[src/rtl/ls_ex_queue_if.sv]
// Opcode/flag encodings plus the bundled LSB, memctrl and CDB signals of the
// load/store execute queue.
package ls_ex_pkg;
  localparam logic [5:0] OP_NOP = 6'd0;
  localparam logic [5:0] OP_LB  = 6'd1;
  localparam logic [5:0] OP_LH  = 6'd2;
  localparam logic [5:0] OP_LW  = 6'd3;
  localparam logic [5:0] OP_LBU = 6'd4;
  localparam logic [5:0] OP_LHU = 6'd5;
  localparam logic [5:0] OP_SB  = 6'd6;
  localparam logic [5:0] OP_SH  = 6'd7;
  localparam logic [5:0] OP_SW  = 6'd8;
  localparam logic FLAG_READ  = 1'b0;
  localparam logic FLAG_WRITE = 1'b1;
endpackage

interface ls_ex_queue_if #(
  parameter int ADDR_LEN   = 32,
  parameter int DATA_LEN   = 32,
  parameter int TAG_LEN    = 4,
  parameter int OPENUM_LEN = 6
);
  logic                  in_valid;
  logic [OPENUM_LEN-1:0] in_openum;
  logic [ADDR_LEN-1:0]   in_addr;
  logic [DATA_LEN-1:0]   in_store_value;
  logic [TAG_LEN-1:0]    in_tag;
  logic                  busy_to_lsb;
  logic                  ena_to_mc;
  logic [ADDR_LEN-1:0]   addr_to_mc;
  logic [DATA_LEN-1:0]   data_to_mc;
  logic                  wr_flag_to_mc;
  logic [2:0]            size_to_mc;
  logic                  ok_flag_from_mc;
  logic [DATA_LEN-1:0]   data_from_mc;
  logic                  valid;
  logic [DATA_LEN-1:0]   result;
  logic [TAG_LEN-1:0]    result_tag;
  logic                  result_is_store;

  modport slave (
    input  in_valid, in_openum, in_addr, in_store_value, in_tag,
    input  ok_flag_from_mc, data_from_mc,
    output busy_to_lsb, ena_to_mc, addr_to_mc, data_to_mc, wr_flag_to_mc, size_to_mc,
    output valid, result, result_tag, result_is_store
  );

  modport master (
    output in_valid, in_openum, in_addr, in_store_value, in_tag,
    output ok_flag_from_mc, data_from_mc,
    input  busy_to_lsb, ena_to_mc, addr_to_mc, data_to_mc, wr_flag_to_mc, size_to_mc,
    input  valid, result, result_tag, result_is_store
  );
endinterface

[src/rtl/ls_ex_queue.sv]
// In-order load/store execute queue: buffers LSB ops, runs one memctrl access
// at a time and broadcasts extended load data / store completions on the CDB.
//
// state  | meaning
// IDLE   | no access outstanding; pops the FIFO head when non-empty
// WAIT   | access presented to memctrl, waiting for its ok pulse
module ls_ex_queue
  import ls_ex_pkg::*;
#(
  parameter int ADDR_LEN   = 32,
  parameter int DATA_LEN   = 32,
  parameter int DEPTH      = 4,
  parameter int TAG_LEN    = 4,
  parameter int OPENUM_LEN = 6
) (
  input  logic          clk,
  input  logic          rst,
  input  logic          flush,
  ls_ex_queue_if.slave  bus
);
  localparam int PTR_W = $clog2(DEPTH);

  typedef enum logic {S_IDLE, S_WAIT} state_e;

  typedef struct packed {
    logic [OPENUM_LEN-1:0] op;
    logic [ADDR_LEN-1:0]   addr;
    logic [DATA_LEN-1:0]   data;
    logic [TAG_LEN-1:0]    tag;
  } entry_t;

  function automatic logic is_op(input logic [OPENUM_LEN-1:0] op, input logic [5:0] code);
    return op == OPENUM_LEN'(code);
  endfunction

  function automatic logic is_store(input logic [OPENUM_LEN-1:0] op);
    return is_op(op, OP_SB) || is_op(op, OP_SH) || is_op(op, OP_SW);
  endfunction

  function automatic logic is_load(input logic [OPENUM_LEN-1:0] op);
    return is_op(op, OP_LB) || is_op(op, OP_LH) || is_op(op, OP_LW) ||
           is_op(op, OP_LBU) || is_op(op, OP_LHU);
  endfunction

  function automatic logic [2:0] size_of(input logic [OPENUM_LEN-1:0] op);
    if (is_op(op, OP_LB) || is_op(op, OP_LBU) || is_op(op, OP_SB)) return 3'd1;
    if (is_op(op, OP_LH) || is_op(op, OP_LHU) || is_op(op, OP_SH)) return 3'd2;
    return 3'd4;
  endfunction

  function automatic logic [DATA_LEN-1:0] extend(input logic [OPENUM_LEN-1:0] op,
                                                 input logic [DATA_LEN-1:0]   d);
    logic [DATA_LEN-1:0] r;
    r = d;
    if (is_op(op, OP_LB))       r = {{(DATA_LEN-8){d[7]}}, d[7:0]};
    else if (is_op(op, OP_LBU)) r = {{(DATA_LEN-8){1'b0}}, d[7:0]};
    else if (is_op(op, OP_LH))  r = {{(DATA_LEN-16){d[15]}}, d[15:0]};
    else if (is_op(op, OP_LHU)) r = {{(DATA_LEN-16){1'b0}}, d[15:0]};
    return r;
  endfunction

  entry_t                mem_q [DEPTH];
  entry_t                mem_d [DEPTH];
  logic [PTR_W-1:0]      wr_ptr_q, wr_ptr_d, rd_ptr_q, rd_ptr_d;
  logic [PTR_W:0]        count_q, count_d;
  state_e                state_q, state_d;
  logic                  ena_q, ena_d, wr_q, wr_d;
  logic [ADDR_LEN-1:0]   addr_q, addr_d;
  logic [DATA_LEN-1:0]   data_q, data_d;
  logic [2:0]            size_q, size_d;
  logic [OPENUM_LEN-1:0] cur_op_q, cur_op_d;
  logic [TAG_LEN-1:0]    cur_tag_q, cur_tag_d;
  logic                  killed_q, killed_d;
  logic                  valid_q, valid_d;
  logic [DATA_LEN-1:0]   result_q, result_d;
  logic [TAG_LEN-1:0]    res_tag_q, res_tag_d;
  logic                  res_store_q, res_store_d;
  logic                  busy, push, pop;
  entry_t                head;

  assign busy = (count_q == (PTR_W+1)'(DEPTH));
  assign head = mem_q[rd_ptr_q];

  always_comb begin
    mem_d       = mem_q;
    wr_ptr_d    = wr_ptr_q;
    rd_ptr_d    = rd_ptr_q;
    state_d     = state_q;
    ena_d       = ena_q;
    wr_d        = wr_q;
    addr_d      = addr_q;
    data_d      = data_q;
    size_d      = size_q;
    cur_op_d    = cur_op_q;
    cur_tag_d   = cur_tag_q;
    killed_d    = killed_q;
    valid_d     = 1'b0;
    result_d    = result_q;
    res_tag_d   = res_tag_q;
    res_store_d = res_store_q;
    pop         = 1'b0;
    push        = bus.in_valid && !busy && !flush &&
                  (is_load(bus.in_openum) || is_store(bus.in_openum));

    if (push) begin
      mem_d[wr_ptr_q] = '{op: bus.in_openum, addr: bus.in_addr,
                          data: bus.in_store_value, tag: bus.in_tag};
      wr_ptr_d = wr_ptr_q + 1'b1;
    end

    case (state_q)
      S_IDLE: begin
        if (count_q != '0 && !flush) begin
          pop       = 1'b1;
          rd_ptr_d  = rd_ptr_q + 1'b1;
          state_d   = S_WAIT;
          ena_d     = 1'b1;
          addr_d    = head.addr;
          data_d    = is_store(head.op) ? head.data : '0;
          wr_d      = is_store(head.op) ? FLAG_WRITE : FLAG_READ;
          size_d    = size_of(head.op);
          cur_op_d  = head.op;
          cur_tag_d = head.tag;
          killed_d  = 1'b0;
        end
      end
      S_WAIT: begin
        // A flush cannot abort the memctrl access, it only suppresses the completion.
        if (flush) killed_d = 1'b1;
        if (bus.ok_flag_from_mc) begin
          ena_d   = 1'b0;
          state_d = S_IDLE;
          if (!killed_q && !flush) begin
            valid_d     = 1'b1;
            result_d    = is_store(cur_op_q) ? '0 : extend(cur_op_q, bus.data_from_mc);
            res_tag_d   = cur_tag_q;
            res_store_d = is_store(cur_op_q);
          end
        end
      end
      default: state_d = S_IDLE;
    endcase

    count_d = count_q + (PTR_W+1)'(push) - (PTR_W+1)'(pop);
    if (flush) begin
      count_d  = '0;
      wr_ptr_d = '0;
      rd_ptr_d = '0;
    end
  end

  always_ff @(posedge clk or negedge rst) begin
    if (!rst) begin
      for (int i = 0; i < DEPTH; i++) mem_q[i] <= '0;
      wr_ptr_q    <= '0;
      rd_ptr_q    <= '0;
      count_q     <= '0;
      state_q     <= S_IDLE;
      ena_q       <= 1'b0;
      wr_q        <= FLAG_READ;
      addr_q      <= '0;
      data_q      <= '0;
      size_q      <= '0;
      cur_op_q    <= '0;
      cur_tag_q   <= '0;
      killed_q    <= 1'b0;
      valid_q     <= 1'b0;
      result_q    <= '0;
      res_tag_q   <= '0;
      res_store_q <= 1'b0;
    end else begin
      mem_q       <= mem_d;
      wr_ptr_q    <= wr_ptr_d;
      rd_ptr_q    <= rd_ptr_d;
      count_q     <= count_d;
      state_q     <= state_d;
      ena_q       <= ena_d;
      wr_q        <= wr_d;
      addr_q      <= addr_d;
      data_q      <= data_d;
      size_q      <= size_d;
      cur_op_q    <= cur_op_d;
      cur_tag_q   <= cur_tag_d;
      killed_q    <= killed_d;
      valid_q     <= valid_d;
      result_q    <= result_d;
      res_tag_q   <= res_tag_d;
      res_store_q <= res_store_d;
    end
  end

  assign bus.busy_to_lsb     = busy;
  assign bus.ena_to_mc       = ena_q;
  assign bus.addr_to_mc      = addr_q;
  assign bus.data_to_mc      = data_q;
  assign bus.wr_flag_to_mc   = wr_q;
  assign bus.size_to_mc      = size_q;
  assign bus.valid           = valid_q;
  assign bus.result          = result_q;
  assign bus.result_tag      = res_tag_q;
  assign bus.result_is_store = res_store_q;
endmodule

[src/flat_wrapper.sv]
// flat-port wrapper written by rule: the top's interface ports become plain ports
module ls_ex_queue_flat import ls_ex_pkg::*;
#(
  parameter int ADDR_LEN   = 32,
  parameter int DATA_LEN   = 32,
  parameter int DEPTH      = 4,
  parameter int TAG_LEN    = 4,
  parameter int OPENUM_LEN = 6
)
  (clk, rst, flush, bus_in_valid, bus_in_openum, bus_in_addr, bus_in_store_value, bus_in_tag, bus_ok_flag_from_mc, bus_data_from_mc, bus_busy_to_lsb, bus_ena_to_mc, bus_addr_to_mc, bus_data_to_mc, bus_wr_flag_to_mc, bus_size_to_mc, bus_valid, bus_result, bus_result_tag, bus_result_is_store);
  ls_ex_queue_if #(.ADDR_LEN(ADDR_LEN), .DATA_LEN(DATA_LEN), .TAG_LEN(TAG_LEN), .OPENUM_LEN(OPENUM_LEN)) bus_i ();
  input  logic clk;
  input  logic rst;
  input  logic flush;
  input wire logic [$bits(bus_i.in_valid)-1:0] bus_in_valid;
  input wire logic [$bits(bus_i.in_openum)-1:0] bus_in_openum;
  input wire logic [$bits(bus_i.in_addr)-1:0] bus_in_addr;
  input wire logic [$bits(bus_i.in_store_value)-1:0] bus_in_store_value;
  input wire logic [$bits(bus_i.in_tag)-1:0] bus_in_tag;
  input wire logic [$bits(bus_i.ok_flag_from_mc)-1:0] bus_ok_flag_from_mc;
  input wire logic [$bits(bus_i.data_from_mc)-1:0] bus_data_from_mc;
  output wire logic [$bits(bus_i.busy_to_lsb)-1:0] bus_busy_to_lsb;
  output wire logic [$bits(bus_i.ena_to_mc)-1:0] bus_ena_to_mc;
  output wire logic [$bits(bus_i.addr_to_mc)-1:0] bus_addr_to_mc;
  output wire logic [$bits(bus_i.data_to_mc)-1:0] bus_data_to_mc;
  output wire logic [$bits(bus_i.wr_flag_to_mc)-1:0] bus_wr_flag_to_mc;
  output wire logic [$bits(bus_i.size_to_mc)-1:0] bus_size_to_mc;
  output wire logic [$bits(bus_i.valid)-1:0] bus_valid;
  output wire logic [$bits(bus_i.result)-1:0] bus_result;
  output wire logic [$bits(bus_i.result_tag)-1:0] bus_result_tag;
  output wire logic [$bits(bus_i.result_is_store)-1:0] bus_result_is_store;
  assign bus_i.in_valid = bus_in_valid;
  assign bus_i.in_openum = bus_in_openum;
  assign bus_i.in_addr = bus_in_addr;
  assign bus_i.in_store_value = bus_in_store_value;
  assign bus_i.in_tag = bus_in_tag;
  assign bus_i.ok_flag_from_mc = bus_ok_flag_from_mc;
  assign bus_i.data_from_mc = bus_data_from_mc;
  assign bus_busy_to_lsb = bus_i.busy_to_lsb;
  assign bus_ena_to_mc = bus_i.ena_to_mc;
  assign bus_addr_to_mc = bus_i.addr_to_mc;
  assign bus_data_to_mc = bus_i.data_to_mc;
  assign bus_wr_flag_to_mc = bus_i.wr_flag_to_mc;
  assign bus_size_to_mc = bus_i.size_to_mc;
  assign bus_valid = bus_i.valid;
  assign bus_result = bus_i.result;
  assign bus_result_tag = bus_i.result_tag;
  assign bus_result_is_store = bus_i.result_is_store;
  ls_ex_queue #(.ADDR_LEN(ADDR_LEN), .DATA_LEN(DATA_LEN), .DEPTH(DEPTH), .TAG_LEN(TAG_LEN), .OPENUM_LEN(OPENUM_LEN)) u_core (.clk(clk), .rst(rst), .flush(flush), .bus(bus_i));
endmodule
[config.mk]
export PLATFORM = sky130hd
export DESIGN_NAME = ls_ex_queue_flat
export DESIGN_NICKNAME = d
export VERILOG_FILES = /design/src/rtl/ls_ex_queue_if.sv /design/src/rtl/ls_ex_queue.sv /design/src/flat_wrapper.sv
export SDC_FILE = /design/constraint.sdc
export NUM_CORES = 1
export LEC_CHECK = 0
export ABC_AREA = 1
export BUFFER_PORTS_ARGS = -buffer_cell sky130_fd_sc_hd__buf_4
export CORE_ASPECT_RATIO = 1.25
export CORE_MARGIN = 2
export CORE_UTILIZATION = 35
export DETAILED_ROUTE_END_ITERATION = 7
export PLACE_DENSITY_LB_ADDON = 0.05
export SETUP_SLACK_MARGIN = 0.15
export SKIP_CTS_REPAIR_TIMING = 1
export SYNTH_ARGS = -nofsm -noshare
export SYNTH_HDL_FRONTEND = slang
export SYNTH_SLANG_ARGS = --single-unit
[constraint.sdc]
create_clock -name clk -period 3.9 [get_ports clk]
set_clock_uncertainty 0.2 [all_clocks]
set_input_delay 0.585 -clock clk [delete_from_list [all_inputs] [get_ports clk]]
set_output_delay 0.585 -clock clk [all_outputs]
set_load 0.03 [all_outputs]
After elaboration in Yosys (flattened, before gate mapping)
Index checks and enable logic that the tools add are counted.

Register bits after elaboration: 422. Input port bits: 111. Output and inout bits: 108. Logic and storage cells: 143.

Add/subtract/negate cells: 4. Magnitude comparators: 3. Eq/ne operators: 26. Muxes and demuxes: 43. Bitwise logic cells: 3. Reductions and logical operators: 32.

Operator list (count): $bwmux 296 (1); $mux 74 (3); $mux 32 (6); $bmux 74 s2 (1); $demux 74 s2 (1); $eq 6x3->1 const B (12); $eq 6x2->1 const B (4); $eq 6x1->1 const B (3); $eq 6x4->1 const B (3); $mux 1 (18); $logic_or 1x1->1 (15); $mux 3 (5); $mux 2 (5); $reduce_and 2->1 (4); $ge 3x3->1 const B (2); $logic_and 1x1->1 (6); $not 2->3 (2); $pmux 1 s2 (3); $add 2x1->2 const B (2); $ne 2x2->1 const B (2); $reduce_bool 2->1 (2); $add 3x1->3 (1); $eq 3x3->1 const B (1); $logic_not 1->1 (3); other kinds (6) (6).

Depth between registers and ports, before layout
Gate-level depths: netlist (run 1).

Depth in word-level cells: 15. Mapped depth: 14. Depth with buffers taken out: 12.

Worst setup path after synthesis (run 1)
No wires, ideal clock.

Path kind: register to register. Start point: register u_core.count_q[1]. End point: register u_core.count_q[2]. Library setup time: 0.124 ns. Data arrival time: 2.435 ns. Data required time: 3.576 ns. Path slack: 1.141 ns. Cell stages (with the launch flop): 14. Path buffers: 2. Period minus slack after synthesis: 2.759 ns. Path through: dfrtp_1 inv_1 nand3_1 nand2_1 nor2_1 clkbuf_1 clkbuf_1 ha_1 inv_1 ha_1 inv_1 fa_1 o21ai_0 a21oi_1.

Longest elaborated chain between the ends: 8. Elaborated cells between the ends (all ways): 12. Classes of those cells: add/sub (2); eq/ne (1); mux (3); reduce/logical (6).

RTL lines: start, declared (line ls_ex_queue.sv:65) `logic [PTR_W:0] count_q, count_d;`; start signal, assigned (line ls_ex_queue.sv:175) `count_q <= count_d;`; $eq 3x3->1 (line ls_ex_queue.sv:81) `assign busy = (count_q == (PTR_W+1)'(DEPTH));`; $logic_not 1->1 (line ls_ex_queue.sv:102) `push = bus.in_valid && !busy && !flush &&`; $logic_and 1x1->1 (3 in a row) (line ls_ex_queue.sv:102); $add 3x1->3 (line ls_ex_queue.sv:144) `count_d = count_q + (PTR_W+1)'(push) - (PTR_W+1)'(pop);`; $sub 3x1->3 * (line ls_ex_queue.sv:144); $mux 3 * (line ls_ex_queue.sv:145) `if (flush) begin`; net u_core.count_d[2] (line ls_ex_queue.sv:65).

Mark *: on every way through the listed nets, which the timed path passes. The rest lies on a longest branch. A chain may end at the register's enable or synchronous reset.

Worst setup path in the final report (run 1)
Start point: input port flush. End point: register u_core.mem_q[125] (netlist bit).

Longest elaborated chain between the ends: 3.

RTL lines: start, declared (line flat_wrapper.sv:14) `input logic flush;`; $logic_not 1->1 (line ls_ex_queue.sv:102); $logic_and 1x1->1 (2 in a row) (line ls_ex_queue.sv:102); end signal, assigned (line ls_ex_queue.sv:172) `mem_q <= mem_d;`; end, declared (line ls_ex_queue.sv:62) `entry_t mem_q [DEPTH];`.

No other way between the ends.

==> qor.yml, run 1 <==
status: "finished, final reports clean"
synthTopCellsByCount: "nand2_1 (648), dfrtp_1 (422), o21ai_0 (272)"
tightest_slew_ns: 1.09
synth_edf_count: 0
dieArea_mm2: 0.0537
setup_tns_ns: 0
die_h_um: 258
track_usage: 0.196
seq_area_frac_synth: 0.582
grt_max_degree: 85
drtPass1Iterations: 5
coreArea_mm2: 0.0513
die_w_um: 208
synth_area_leader_cell: "dfrtp_1"
cts_buffers: 46
period_needed_ns: 2.90
cp.arrival_ns: 3.15
period_share: 0.743
place_hpwl_mm: 31.8
clock-root-buffer: "clkbuf_16"
yosys-top-cells-area: "dfrtp_1 (58%), nand2_1 (13%), o21ai_0 (7.5%), o21ai_1 (5.4%), nor2_1 (3.5%)"
drive_gt1_frac: 0.148
hold_path_depth: 2
p_leak_nw: 11.1
setup_violations: 0
grt_pass1_vias: 14900
syn_inst: 2113
syn-num-nets: 2231
dp_cells: 2898
clkLatencyLatePin_ns: 0.57
synth_top_area_frac: 0.582
h-tree-depth: 2
synth_cell_types: 30
rsz0062_at_grt: "no"
reg2reg_depth: 10
cts_sinks: 422
crit_type: "primary input to flip-flop"
irDropWorstVdd_mv: 0.320
cts_max_path_buffers: 3
fin_nets: 2403
p_per_area_mw_per_mm2: 678
antenna_found_initial: 1
drc_errors: 0
vias: 14600
hp-class: "primary input to flip-flop"
worstPathMaxFanout: 45
fp-row-count: 93
detail_route.wl_per_cell_um: 17.4
portBuffers: 218
io_pins: 219
maxCapViolations: 0
diodes: 0
critPathCaptureType: "flip-flop"
stdcell_count: 2980
slew-limit-headroom: 0.271
gp_congestion: 0.754
initial_core_util: 0.353
syn_area_per_cell_um2: 8.58
rrSetupSlack_ns: 1.03
yosysWarnings: 0
final_max_slew_viol_count: 0
drtIter0Drc: 939
fmax_ghz: 0.345
min_to: "u_core.bus.result[1]$_DFFE_PN0P_"
vias_per_cell: 4.92
clkTransAtPathRegs_ns: 0.06
async_reset_ff_frac: 1.00
yosys_register_bits: 422
cts_tree: "built"
finalWirelength_mm: 51.7
hold_viol_final: 0
overflow: 0
synth_flop_cell: "dfrtp_1"
worstReg2RegEnd: "u_core.bus.data_to_mc[3]$_DFFE_PN0P_"
r2r_start: "u_core.rd_ptr_q[0]$_DFFE_PN0P_"
synth_most_common_cell: "nand2_1"
syn_to_final_growth_pct: 20.6
grt_pass1_wl_mm: 84.4
ant_nets: 0
crit_required_ns: 4.15
hold_path.startpoint: "bus_data_from_mc[1]"
syn_area_mm2: 0.0181
crit_path_start_kind: "primary input"
## layout make-up
class	count	area (um^2)
Fill cell	5282	29400
Sequential cell	422	10600
Multi-Input combinational cell	1434	6410
Timing Repair Buffer	259	2120
Clock buffer	69	1350
Tap cell	665	832
Inverter	122	462
Clock inverter	9	128
## sequential cells by signal, summed over array words and instances, names as in the netlist, 3 cells and up
name	cells
u_core.mem_q	296
u_core.bus.data_to_mc	32
u_core.cur_op_q	6
u_core.bus.result	32
u_core.bus.addr_to_mc	32
u_core.cur_tag_q	4
u_core.bus.result_tag	4
u_core.bus.size_to_mc	3
u_core.count_q	3
## worst max-delay path by stage
stage	end	cells past startpoint	start
6_report	u_core.mem_q[125]$_DFFE_PN0P_	11	flush
5_1_grt	u_core.bus.result[14]$_DFFE_PN0P_	6	u_core.cur_op_q[5]$_DFFE_PN0P_
4_1_cts	u_core.bus.data_to_mc[8]$_DFFE_PN0P_	10	u_core.rd_ptr_q[0]$_DFFE_PN0P_
3_5_place_dp	u_core.bus.data_to_mc[8]$_DFFE_PN0P_	10	u_core.rd_ptr_q[0]$_DFFE_PN0P_
3_3_place_gp	u_core.bus.data_to_mc[8]$_DFFE_PN0P_	10	u_core.rd_ptr_q[0]$_DFFE_PN0P_
2_1_floorplan	u_core.count_q[2]$_DFF_PN0_	13	u_core.count_q[1]$_DFF_PN0_
## metal layers
layer  GRT usage  routed length [um]  up-vias
li1            -                   -     7213
met1       0.265               24400     7093
met2       0.329               24400      276
met3      0.0325                2040       63
met4      0.0470                 939        2
met5           0                  16        -
## per-stage QoR
stage	utilization	cell area (um^2)	total power, W	setup slack [ns]	hold WS [ns]
final	0.426	21900	0.0148	1.00	0.0374
after detailed placement	0.397	20400	0.0106	0.946	0.266
after floorplan	-	18100	0.00881	1.14	0.0894
after CTS	0.425	21800	0.0151	0.944	-0.198
after global routing	0.426	21900	0.0158	0.751	0.00336
after global placement	0.397	20400	0.0106	0.957	0.260
## kinds of logic after synthesis
group / Yosys count / share of synthesized area
buf+inv: 257 / 0.0643
xor+xnor: 1 / 0.000483
fa+ha+maj: 7 / 0.00524
compound gates: 572 / 0.166
simple gates: 854 / 0.182
flops: 422 / 0.582
## where the power goes
group	total [W]	internal [W]	switching (W)	leakage (nW)
logic	0.00471	0.00160	0.00311	4.75
clock network	0.00436	0.00257	0.00179	0.726
registers	0.00576	0.00524	0.000514	5.65
## critical path, cell delays in order
cell	delay (ns)
dlygate4sd3_1	0.54
buf_4	0.16
inv_2	0.08
nand2_1	0.06
nor3_2	0.09
nand2_1	0.10
nor3_4	0.48
nand2_4	0.51
buf_4	0.36
nand2_1	0.06
o21ai_0	0.07
## placed cells by master (no fill, tap or decap), types with 2 or more instances in the layout
cell type        n
dfrtp_1        420
bufinv_16        3
buf_4          241
dlygate4sd3_1    4
inv_1          116
o22ai_1         68
o21ai_2          6
inv_2            4
ha_1             6
buf_12          13
nand3_1         24
clkbuf_16       47
clkbuf_1        13
clkinv_2         5
a21oi_1         19
clkbuf_8         9
o21ai_0        272
a22o_1           7
nor3_1           2
nand2_1        648
nor2_1         168
o21bai_1         2
nand4_1          3
nand2_4          4
o21ai_1        197
No activity file was read; power rests on OpenSTA's default activity.
==> run 2: changes to the inputs <==
Settings changed: ABC_AREA 1 to 0.
Clock period 3.9 ns to 2.9 ns, I/O delays scaled along.
==> run 2 against run 1 <==
  * Clock power is 41% higher
  * Highest routed layer unchanged
  * The flow now finishes with violations (hold timing)
  * Non-clock buffer count increased by 103
  * Largest cell class unchanged
  * Power grew 35%
  * First-iteration DRC count shrank 41%
  * Via count down 23%
==> qor.yml, run 2 <==
grt_pass1_vias: 11800  # -21%
track_usage: 0.175  # -0.0206
crit_buf_inv: 4  # unchanged
power_frac_comb: 0.302  # -0.016
layout_common_cells: "dfrtp_1 (420), buf_4 (258), mux2_2 (223)"
slew-limit-headroom: 0.367  # +0.0953
place_hpwl_mm: 27.9  # -12%
synth_edf_count: 0  # unchanged
vias: 11300  # -23%
p_int_w: 0.0135  # +43%
grt_pass1_wl_mm: 71.4  # -15%
drtPass1Iterations: 4  # -1
initial_core_util: 0.353  # about the same
hold_viol_final: 2  # +2
drive_gt1_frac: 0.407  # +0.260
clkLatencyLatePin_ns: 0.57  # about the same
portBuffers: 218  # unchanged
dr_wl_met2_mm: 21.9  # -10%
syn_inst: 1254  # -41%
cts_max_path_buffers: 3  # unchanged
cts_buffers: 46  # unchanged
postLayoutSetupSlackWorst_ns: 0.255  # -0.747 ns
gp_congestion: 0.743  # -1.5%
crit_required_ns: 3.15  # -1.00 ns
maxUsedRoutingLayer: "met5"
muxShareOfSynthArea: 0.277  # +0.277
period_needed_ns: 2.64
synth_xor_area_frac: 0.00295  # +0.00247
crit_path_start_kind: "primary input"
fillerInstances: 4557  # -14%
fin_hold_ws_ns: -0.0112  # -0.0485 ns
fp-row-count: 92  # -1.1%
preCtsSetupSlack_ns: 0.202  # -0.745 ns
final_max_slew_viol_count: 0  # unchanged
clock-root-buffer: "clkbuf_16"
ant_nets: 0  # unchanged
async_reset_ff_frac: 1.00  # unchanged
setup_violations: 0  # unchanged
syn_to_final_growth_pct: 29.3
yosys-top-cells-area: "dfrtp_1 (59%), mux2_2 (14%), mux4_2 (9.4%), nand2_1 (4.3%), mux2_1 (4.2%)"
switchingPower_w: 0.00651  # +20%
antenna_found_initial: 2  # +1
cts_tree: "built"
critPathCaptureType: "flip-flop"
layout_commonest_cell: "dfrtp_1"
synthAdderAreaFrac: 0.00534  # +0.0000920
wl_met1_mm: 20.5  # -16%
h-tree-depth: 2  # unchanged
seq_area_frac_synth: 0.593  # +0.0102
die_w_um: 206  # -0.85%
cp_common_cell: "buf_4"
finalWirelength_mm: 45.6  # -12%
fin_nets: 1699  # -29%
synth_most_common_cell: "dfrtp_1"
syn-num-nets: 1372  # -39%
largest-register: "u_core.mem_q"
yosysWarnings: 0  # unchanged
coreArea_mm2: 0.0504  # -1.7%
crit_cells: 8  # -3
crit_chain: "dlygate4sd3_1 > buf_4 > or4b_4 > nor3_4 > buf_4 > nand2_4 > buf_12 > mux2_1"
tightest_slew_ns: 0.950  # -0.136 ns
reg2reg_depth: 6  # -4
yosys.area_share.simple: 0.0590  # -0.123
detail_route.wl_per_cell_um: 20.0  # +15%
period_share: 0.912
vias_per_cell: 4.94  # +0.53%
hold_path_depth: 3  # +1
cp.arrival_ns: 2.90  # -0.25 ns
hp-class: "primary input to flip-flop"
synth_flop_cell: "dfrtp_1"
drtIter0Drc: 550  # -41%
synth_area_leader_cell: "dfrtp_1"
synth_compound_area_frac: 0.0392  # -0.126
worstPathMaxFanout: 18  # -60%
synth_cell_types: 42  # +40%
fmax_ghz: 0.378
synth_top_area_frac: 0.593  # +0.0102
maxCapViolations: 0  # unchanged
crit_type: "primary input to flip-flop"
cts_sinks: 422  # unchanged
p_per_area_mw_per_mm2: 867  # +28%
dieArea_mm2: 0.0527  # -1.7%
cp_top_family: "buffers and inverters"
yosys_register_bits: 422  # unchanged
overflow: 0  # unchanged
irDropWorstVdd_mv: 0.453  # +42%
clkTransAtPathRegs_ns: 0.06  # about the same
cp_slowest_cell: "dlygate4sd3_1"
drc_errors: 0  # unchanged
largest_register_ffs: 296  # unchanged
p_leak_nw: 11.4  # +2.7%
clkPwrFrac: 0.308  # +0.014
p_sw_frac: 0.325  # -0.0396
synthTopCellsByCount: "dfrtp_1 (422), mux2_2 (223), nand2_1 (204)"
dr_wl_met3_mm: 2.27  # +12%
rsz0062_at_grt: "no"
setup_tns_ns: 0  # unchanged
syn_area_per_cell_um2: 14.2  # +66%
syn_area_mm2: 0.0178  # -1.7%
io_pins: 219  # unchanged
p_total_w: 0.0200  # +35%
power.share.sequential: 0.390  # +0.002
synth_top_family_by_area: "multiplexers"
grt_max_degree: 68  # -20%
cp_slowest_stage_delay_ns: 0.54  # about the same
failed_checks: "hold timing"
status: "complete, but fails checks"
die_h_um: 256  # -0.85%
-- run 2: power groups by stage --
stage	Sequential, W	Combinational (W)	Clock [W]
6_report	0.00779	0.00604	0.00616
3_3_place_gp	0.00787	0.00601	0
5_1_grt	0.00794	0.00658	0.00664
4_1_cts	0.00780	0.00607	0.00640
2_1_floorplan	0.00885	0.00282	0
3_5_place_dp	0.00789	0.00606	0
-- run 2: cells by family after synthesis --
logic type / after synthesis
XOR/XNOR: 6
flip-flops: 422
AO/OA/AOI/OAI: 112
multiplexers: 364
buffers and inverters: 94
AND/OR/NAND/NOR: 249
adder cells (fa/ha/maj): 7
-- run 2: path summary, 6_finish.rpt --
check	start	to	slack (ns)
setup / recovery	flush	u_core.mem_q[88]$_DFFE_PN0P_	0.26
hold reg to reg	u_core.bus.result[2]$_DFFE_PN0P_	u_core.bus.result[2]$_DFFE_PN0P_	0.27
setup reg to reg	u_core.rd_ptr_q[0]$_DFFE_PN0P_	u_core.bus.data_to_mc[7]$_DFFE_PN0P_	0.38
hold / removal	bus_data_from_mc[9]	u_core.bus.result[9]$_DFFE_PN0P_	-0.01
max in group asynchronous	rst	u_core.bus.result_tag[0]$_DFFE_PN0P_	1.37
min in group asynchronous	rst	u_core.bus.result[6]$_DFFE_PN0P_	0.25
-- run 2: layer usage --
metal  vias up  global-route usage
li1       5146                   -
met1      5816               0.236
met2       224               0.284
met3        63              0.0403
met4         2              0.0468
met5         -                   0
-- run 2: tightest hold or removal path: stages --
cell and delay, ns:
buf_4 0.08, a21oi_1 0.05, o21ai_0 0.15
-- run 2: cell type report --
class	count	area (um^2)	area share
antenna	1	2.50	0.000109
clock inverter	12	164	0.00711
timing repair buffer	362	3120	0.136
inverter	11	48.8	0.00212
clock buffer	73	1440	0.0627
sequential	422	10600	0.459
tap	658	823	0.0357
multi-input combinational	738	6870	0.298
-- run 2: metrics by stage --
step	hold WS, ns	utilization	instance area [um^2]	cells
after floorplan	-0.0606	-	17900	1254
after global placement	0.256	0.407	20500	2102
after detailed placement	0.261	0.407	20500	2102
after CTS	-0.345	0.439	22100	2187
after global routing	0.00931	0.457	23000	2277
final	-0.0112	0.457	23000	2277
